## src/rtl/marauder_seq.sv

```systemverilog
// Instruction sequencer for the alu/alu_regs datapath: accepts one instruction,
// drives read selects and opcode, captures the ALU result and issues the write-back.
module marauder_seq #(
  parameter int unsigned DATA_W = 8,
  parameter int unsigned CNT_W  = 16
) (
  input  logic              clk,
  input  logic              rst,
  input  logic [15:0]       instr,
  input  logic              instr_valid,
  output logic              instr_ready,
  output logic [2:0]        alu_opcode,
  output logic [2:0]        rd_slct_a,
  output logic [2:0]        rd_slct_b,
  input  logic [DATA_W-1:0] alu_c,
  input  logic              alu_zero,
  input  logic              alu_carry,
  output logic [DATA_W-1:0] wb_data,
  output logic [6:0]        wrt_slct,
  output logic              wrtnbl,
  output logic              busy,
  output logic              done,
  output logic              bank_err,
  output logic              flag_zero,
  output logic              flag_carry,
  output logic [CNT_W-1:0]  instr_count
);

  localparam int unsigned SEL_W  = 3;
  localparam int unsigned DEST_W = 7;
  localparam logic [SEL_W-1:0] SEL_RST = 3'b010;

  typedef enum logic [1:0] {
    S_IDLE = 2'd0,
    S_READ = 2'd1,
    S_EXEC = 2'd2,
    S_WB   = 2'd3
  } state_t;

  state_t state;
  state_t state_nxt;

  logic              xfer_c;
  logic              bank_ok_c;
  logic [DEST_W-1:0] dest_q;
  logic              zero_q;
  logic              carry_q;

  // Ready is a pure decode of state so the source sees it without added latency.
  assign instr_ready = (state == S_IDLE) || (state == S_WB);
  assign xfer_c      = instr_valid && instr_ready;
  assign bank_ok_c   = (dest_q[6:4] == 3'd0);

  // State register
  always_ff @(posedge clk) begin
    if (rst) state <= S_IDLE;
    else     state <= state_nxt;
  end

  // Next-state logic
  always_comb begin
    state_nxt = state;
    case (state)
      S_IDLE:  if (xfer_c) state_nxt = S_READ;
      S_READ:  state_nxt = S_EXEC;
      S_EXEC:  state_nxt = S_WB;
      S_WB:    state_nxt = xfer_c ? S_READ : S_IDLE;
      default: state_nxt = S_IDLE;
    endcase
  end

  // Registered outputs; selects only move on a transfer so the LFSR never sees a stray toggle.
  always_ff @(posedge clk) begin
    if (rst) begin
      alu_opcode  <= 3'd0;
      rd_slct_a   <= SEL_RST;
      rd_slct_b   <= SEL_RST;
      dest_q      <= '0;
      zero_q      <= 1'b0;
      carry_q     <= 1'b0;
      wb_data     <= '0;
      wrt_slct    <= '0;
      wrtnbl      <= 1'b0;
      busy        <= 1'b0;
      done        <= 1'b0;
      bank_err    <= 1'b0;
      flag_zero   <= 1'b0;
      flag_carry  <= 1'b0;
      instr_count <= '0;
    end else begin
      done     <= 1'b0;
      wrtnbl   <= 1'b0;
      bank_err <= 1'b0;
      busy     <= (state_nxt != S_IDLE);
      if (xfer_c) begin
        alu_opcode <= instr[15:13];
        rd_slct_a  <= instr[12:10];
        rd_slct_b  <= instr[9:7];
        dest_q     <= instr[6:0];
      end
      if (state == S_EXEC) begin
        wb_data  <= alu_c;
        zero_q   <= alu_zero;
        carry_q  <= alu_carry;
        wrt_slct <= dest_q;
        done     <= 1'b1;
        wrtnbl   <= bank_ok_c;
        bank_err <= !bank_ok_c;
      end
      if (state == S_WB) begin
        flag_zero   <= zero_q;
        flag_carry  <= carry_q;
        instr_count <= instr_count + CNT_W'(1);
      end
    end
  end

endmodule

```

## config.mk

```make
export PLATFORM = sky130hd
export DESIGN_NAME = marauder_seq
export DESIGN_NICKNAME = d
export VERILOG_FILES = /design/src/rtl/marauder_seq.sv
export SDC_FILE = /design/constraint.sdc
export NUM_CORES = 1
export LEC_CHECK = 0
export CORE_UTILIZATION = 44
export DETAILED_ROUTE_END_ITERATION = 7
export PLACE_DENSITY = 0.87
export SYNTH_ARGS = -nofsm -noshare
export SYNTH_HDL_FRONTEND = slang
export SYNTH_SLANG_ARGS = --single-unit
```

## constraint.sdc

```tcl
create_clock -name clk -period 1.8 [get_ports clk]
set_clock_uncertainty 0.05 [all_clocks]
set_input_delay 0.36 -clock clk [delete_from_list [all_inputs] [get_ports clk]]
set_output_delay 0.36 -clock clk [all_outputs]
set_load 0.1 [all_outputs]
```

==> results.cfg, run 1 <==
[floorplanning]
initial_utilization_pct = 46.1
rows = 25
dieArea_sq_um = 5260
core_area_sq_um = 4750
fp.dieH_um = 72.5
die_w_um = 72.5
ioPinCount = 76

[synth]
synth_seq_cells = 57
synth.distinct_cells = 31
ys_top_cells_by_area = dfxtp_1 52%, mux2i_1 9.1%, nand2_1 6.5%
yosysTopAreaCell = dfxtp_1
syn_inst = 237
syn_area_sq_um = 2190
syn-num-nets = 270
yosys_warnings = 0
syn_area_per_cell_sq_um = 9.24
yosysTopAreaCellShare_pct = 52.1
ys_seq_area_share_pct = 52.1

[pwr]
leakage_nw = 1.46
ir_drop_v = 0.00123
power_density_nw_per_um2 = 1400
total_power_w = 0.00529

[sta]
fin_crit_ns = 1.75
fmax_mhz = 571
hold_viol = 0
relSlewSlack_pct = 75.4
fin_ws_ns = 0.0497
final_max_slew_viol_count = 0
worst_pin_slew_ns = 0.369
fin_crit_sh_pct = 97.2
holdWs_ns = 0.369
setup_viol = 0
setup_tns_ns = 0

[routing]
wl_per_cell_um = 13.9
drtAntennaViolNets = 0
drcViolationCount = 0
vias = 2002
first_pass_iters = 4
routed_wl_um = 5460
via_per_inst = 5.09
drt_iter0_drc = 75

[setup_path]
critPathTopFamily = buffers and inverters
crit_slowest_cell = dfxtp_2
worstPathRequired_ns = 1.39
critPathMaxStageDelay_ns = 0.35
critPathMaxFanout = 4
path_cells = inv_2 -> ha_4 -> clkinvlp_4 -> buf_12
r2r-start = state[1]
worstRegToRegCells = 6
crit_path_end_kind = output port
r2r_slack_ns = 0.09
path_depth = 4
cp_data_arrival_time_ns = 1.34
worstSetupPathType = reg -> out
startpoint_type = flip-flop
path_buf_inv = 3
reg2reg_to = instr_count[13]

[cts]
path_clk_slew_ns = 0.06
cts_hold_buffers = 0
clock-sinks = 57
numCtsBuffers = 9
htreeDepth = 3
clockBufferDepth = 2
worstSkewPairLatency_ns = 0.33
cts_tree = yes
cts_root_buf = clkbuf_8

[global_routing]
grt_pass1_vias = 1916
overflow = 0
antenna_found_initial = 0
grtUsageTotal_pct = 22.1
grt_max_degree = 24
grt_pass1_wl_um = 8750

[min_path]
hold_depth = 2
hold_path.class = in -> reg
hold-path-endpoint = instr_count[7]
hp-start = rst

[outcome]
outcome = completed

[finish]
final_common_cell = buf_12
fin_util_pct = 79.3
nNetsFinal = 354
n_antenna_cell = 0
drive_gt1_share_pct = 31.3
layout_common_cells = 47 x buf_12, 40 x dfxtp_1, 37 x nand2_1
area_delta_synth_final_pct = 72.2

[place]
hpwl_um = 4100
dp_slack_ns = 0.0838
routabilityCongestion = 0.768
io_buffers = 75

[flow_run]
maxCapViolCount = 0
worst register-to-register path, delay by kind of cell, from the launching register on:
kind / cells / cell delay (ns)
simple gates: 3 / 0.83
flops: 1 / 0.35
compound gates: 1 / 0.14
buf+inv: 1 / 0.12
fa+ha+maj: 1 / 0.17
synthesized netlist by cell type:
| cell | instances |
|---|---|
| buf_1 | 1 |
| nand4_2 | 1 |
| buf_2 | 3 |
| xor2_1 | 5 |
| nand2_1 | 38 |
| nand4_1 | 5 |
| or3_1 | 2 |
| inv_1 | 6 |
| xnor2_1 | 4 |
| o21ai_0 | 3 |
| nor3_1 | 2 |
| buf_6 | 1 |
| mux2_1 | 1 |
| a211o_1 | 1 |
| and4_1 | 4 |
| dfxtp_1 | 57 |
| nor2_1 | 32 |
| mux2i_1 | 20 |
| ha_1 | 4 |
| o31ai_1 | 3 |
| or4_1 | 3 |
| nand3_1 | 1 |
| nand3b_1 | 2 |
| a21oi_1 | 20 |
| clkbuf_1 | 8 |
| nor2b_1 | 4 |
| nand2_4 | 1 |
| a211oi_1 | 1 |
| nand3_2 | 1 |
| and2_1 | 2 |
| nor4_1 | 1 |
layer usage:
layer | part of all wire, % | vias to the layer above | global-route usage (%) | wire [um]
met1 | 40 | 944 | 24.2 | 2170
met5 | 0 | - | 0 | 0
li1 | - | 971 | - | -
met2 | 52 | 74 | 37.6 | 2830
met4 | 2.1 | 0 | 10.2 | 113
met3 | 6.3 | 13 | 8.61 | 342
through the flow:
stage               std cells  instance area, sq um
global route              393                  3770
global placement          376                  3570
finish                    393                  3770
detailed placement        376                  3570
floorplan                 237                  2270
CTS                       392                  3750
logic make-up (layout without fill, tap and decap cells):
kind of cell             count (synthesis)  count (layout)  share of synthesized area [%]
flip-flops                              57              57                           52.1
AO/OA/AOI/OAI                           28              28                           7.03
AND/OR/NAND/NOR                         99              99                           21.5
XOR/XNOR                                 9               9                           3.60
adder cells (fa/ha/maj)                  4               4                           2.29
multiplexers                            21              21                           9.66
buffers and inverters                   19             108                           3.77
area by class of cell:
cell class / instances / area (sq um)
Inverter: 6 / 26.3
Fill cell: 277 / 985
Sequential cell: 57 / 1180
Clock inverter: 3 / 15.0
Clock buffer: 13 / 159
Multi-Input combinational cell: 161 / 1000
Tap cell: 67 / 83.8
Timing Repair Buffer: 86 / 1300
flip-flops by register name, summed over array words and instances, names as in the netlist, 2 cells and up:
register,cells
rd_slct_a,3
rd_slct_b,3
dest_q,7
wrt_slct,7
alu_opcode,3
instr_count,16
state,2
wb_data,8
worst max-delay path by stage:
stage / endpoint / slack, ns / start
floorplan: alu_opcode[0] / 0.004 / state[1]
global placement: instr_count[15] / 0.16 / state[1]
detailed placement: instr_count[11] / 0.08 / state[1]
CTS: instr_ready / 0.03 / state[1]
global route: instr_ready / -0.002 / state[1]
finish: instr_ready / 0.05 / state[1]
repair_timing:
action / 4_1_cts / 5_1_grt
setup endpoints to repair: 0 / 4
hold endpoints to repair: 0 / 0
resized for setup: 0 / 4
buffers inserted: 0 / 1
power by group:
group | switching [W] | internal, W
clock | 0.000458 | 0.000568
sequential | 0.000182 | 0.00145
combinational | 0.00165 | 0.000978
Note: power is estimated with default switching activity, not from simulation.
==> run 2: changes to the inputs <==
--- a/config.mk
+++ b/config.mk
@@ -5,9 +5,10 @@
 export SDC_FILE = /design/constraint.sdc
 export NUM_CORES = 1
 export LEC_CHECK = 0
-export CORE_UTILIZATION = 44
+export CORE_UTILIZATION = 46
+export CTS_BUF_LIST = sky130_fd_sc_hd__clkbuf_4 sky130_fd_sc_hd__clkbuf_8
 export DETAILED_ROUTE_END_ITERATION = 7
-export PLACE_DENSITY = 0.87
+export PLACE_DENSITY = 0.9
 export SYNTH_ARGS = -nofsm -noshare
 export SYNTH_HDL_FRONTEND = slang
 export SYNTH_SLANG_ARGS = --single-unit
==> run 2 against run 1 <==
Via count decreased by 0.90%. Die area decreased by 4.2%. Clock-buffer cell count unchanged. First-iteration DRC count decreased by 8.0%. Global-route usage increased by 3.0 points. Cell area about the same. Largest power group unchanged.
==> results.cfg, run 2 (synthesized netlist as in run 1, its figures left out) <==
[floorplanning]
ioPinCount = 76
rows = 24
fp.dieH_um = 71.0
core_area_sq_um = 4470
initial_utilization_pct = 48.9
die_w_um = 71.0
dieArea_sq_um = 5040

[cts]
clockBufferDepth = 2
htreeDepth = 3
numCtsBuffers = 9
cts_tree = yes
worstSkewPairLatency_ns = 0.34
path_clk_slew_ns = 0.06
clock-sinks = 57
cts_root_buf = clkbuf_8
cts_hold_buffers = 0

[pwr]
sw_frac_of_total_pct = 42.3
ir_drop_v = 0.00133
leakage_nw = 1.46
power.share.sequential_pct = 29.6
power_density_nw_per_um2 = 1460
p_clk_share_pct = 22.3
total_power_w = 0.00550
comb_power_share_pct = 48.1
p_int_w = 0.00317
power.net_switching_w = 0.00233

[sta]
final_max_slew_viol_count = 0
relSlewSlack_pct = 77.2
setup_viol = 0
worst_pin_slew_ns = 0.341
hold_viol = 0
fmax_mhz = 570
fin_crit_sh_pct = 97.5
fin_crit_ns = 1.75
holdWs_ns = 0.388
fin_ws_ns = 0.0453

[setup_path]
r2r-start = state[1]
startpoint_type = flip-flop
crit_path_end_kind = flip-flop
crit_slowest_cell = mux2_1
critPathMaxFanout = 5
worstSetupPathType = reg -> reg
worstPathRequired_ns = 1.97
crit_start = state[1]
cp_data_arrival_time_ns = 1.92
critPathMaxStageDelay_ns = 0.37
path_cells = ha_1 -> and4_2 -> nand4_2 -> nor4_2 -> mux2_1
critPathTopFamily = simple AND/OR/NAND/NOR gates
path_buf_inv = 0

[routing]
vias = 1984
drtAntennaViolNets = 0
drt_iter0_drc = 69
drcViolationCount = 0
routed_wl_um = 5920
via_per_inst = 5.28
first_pass_iters = 6
wl_per_cell_um = 15.7

[global_routing]
grtUsageTotal_pct = 25.1
antenna_found_initial = 0
grt_pass1_vias = 2108
grt_max_degree = 33
grt_pass1_wl_um = 9520
overflow = 0

[finish]
fillCellCount = 251
drive_gt1_share_pct = 30.9
n_antenna_cell = 0
layout_common_cells = 48 x buf_12, 40 x dfxtp_1, 37 x nand2_1
fin_area_sq_um = 3770
biggestRegsByFlops = instr_count: 16 flops, wb_data: 8 flops
largest_reg_flops = 16
area_delta_synth_final_pct = 72.3
final_common_cell = buf_12
nNetsFinal = 352
multi_input_area_sq_um = 993
regMostFlops = instr_count
seq_area_sq_um = 1180

[place]
placed_cell_area_sq_um = 3550
dp_slack_ns = 0.0740
routabilityCongestion = 0.797
io_buffers = 75
hpwl_um = 4040

[min_path]
hp-start = rst
hold_path.class = in -> reg

[outcome]
outcome = completed

[flow_run]
maxCapViolCount = 0
==> run 2: power by group through the flow <==
stage | clock [W] | sequential, W | combinational (W)
6_report | 0.00123 | 0.00163 | 0.00265
3_3_place_gp | 0 | 0.00164 | 0.00254
5_1_grt | 0.00131 | 0.00165 | 0.00276
3_5_place_dp | 0 | 0.00165 | 0.00258
4_1_cts | 0.00125 | 0.00163 | 0.00261
2_1_floorplan | 0 | 0.00245 | 0.000865
==> run 2: cell type report <==
class | count | share of cell area (%)
repair buffers | 84 | 34.4
flip-flops and latches | 57 | 31.4
multi-input cells | 161 | 26.3
clock buffers | 13 | 4.41
well taps | 52 | 1.72
clock inverters | 3 | 1.06
inverters | 6 | 0.697
==> run 2: what timing repair did <==
item / in CTS / in global routing
hold endpoints to repair: 0 / 0
buffers inserted: 0 / 1
resized for setup: 1 / 1
endpoints found under the setup margin: 1 / 2
==> run 2: worst reg2reg max path: cells and delay by family, from the launching register on <==
kind | cells | cell delay (ns)
AND/OR/NAND/NOR | 3 | 0.70
multiplexers | 1 | 0.37
adder cells (fa/ha/maj) | 1 | 0.16
flip-flops | 1 | 0.35
==> run 2: metrics by stage <==
| stage | TNS, ns | cells | util, % |
|---|---|---|---|
| floorplan | 0 | 237 | - |
| global placement | 0 | 359 | 79.4 |
| detailed placement | 0 | 359 | 79.4 |
| CTS | 0 | 375 | 84.0 |
| global route | -0.00219 | 376 | 84.3 |
| finish | 0 | 376 | 84.3 |
==> run 2: final timing paths <==
check / to / slack (ns) / cells past startpoint
worst max-delay path: instr_count[15] / 0.05 / 5
worst min-delay path: instr_count[15] / 0.39 / 3
worst max register to register: instr_count[15] / 0.05 / 5
worst min register to register: dest_q[2] / 0.41 / 2
==> run 2: per-layer routing <==
| metal | vias up | part of all wire [%] | track usage [%] |
|---|---|---|---|
| li1 | 960 | - | - |
| met1 | 951 | 39 | 24.5 |
| met2 | 63 | 54 | 45.6 |
| met3 | 10 | 5.6 | 10.8 |
| met4 | 0 | 1.4 | 11.6 |
| met5 | - | 0 | 0 |
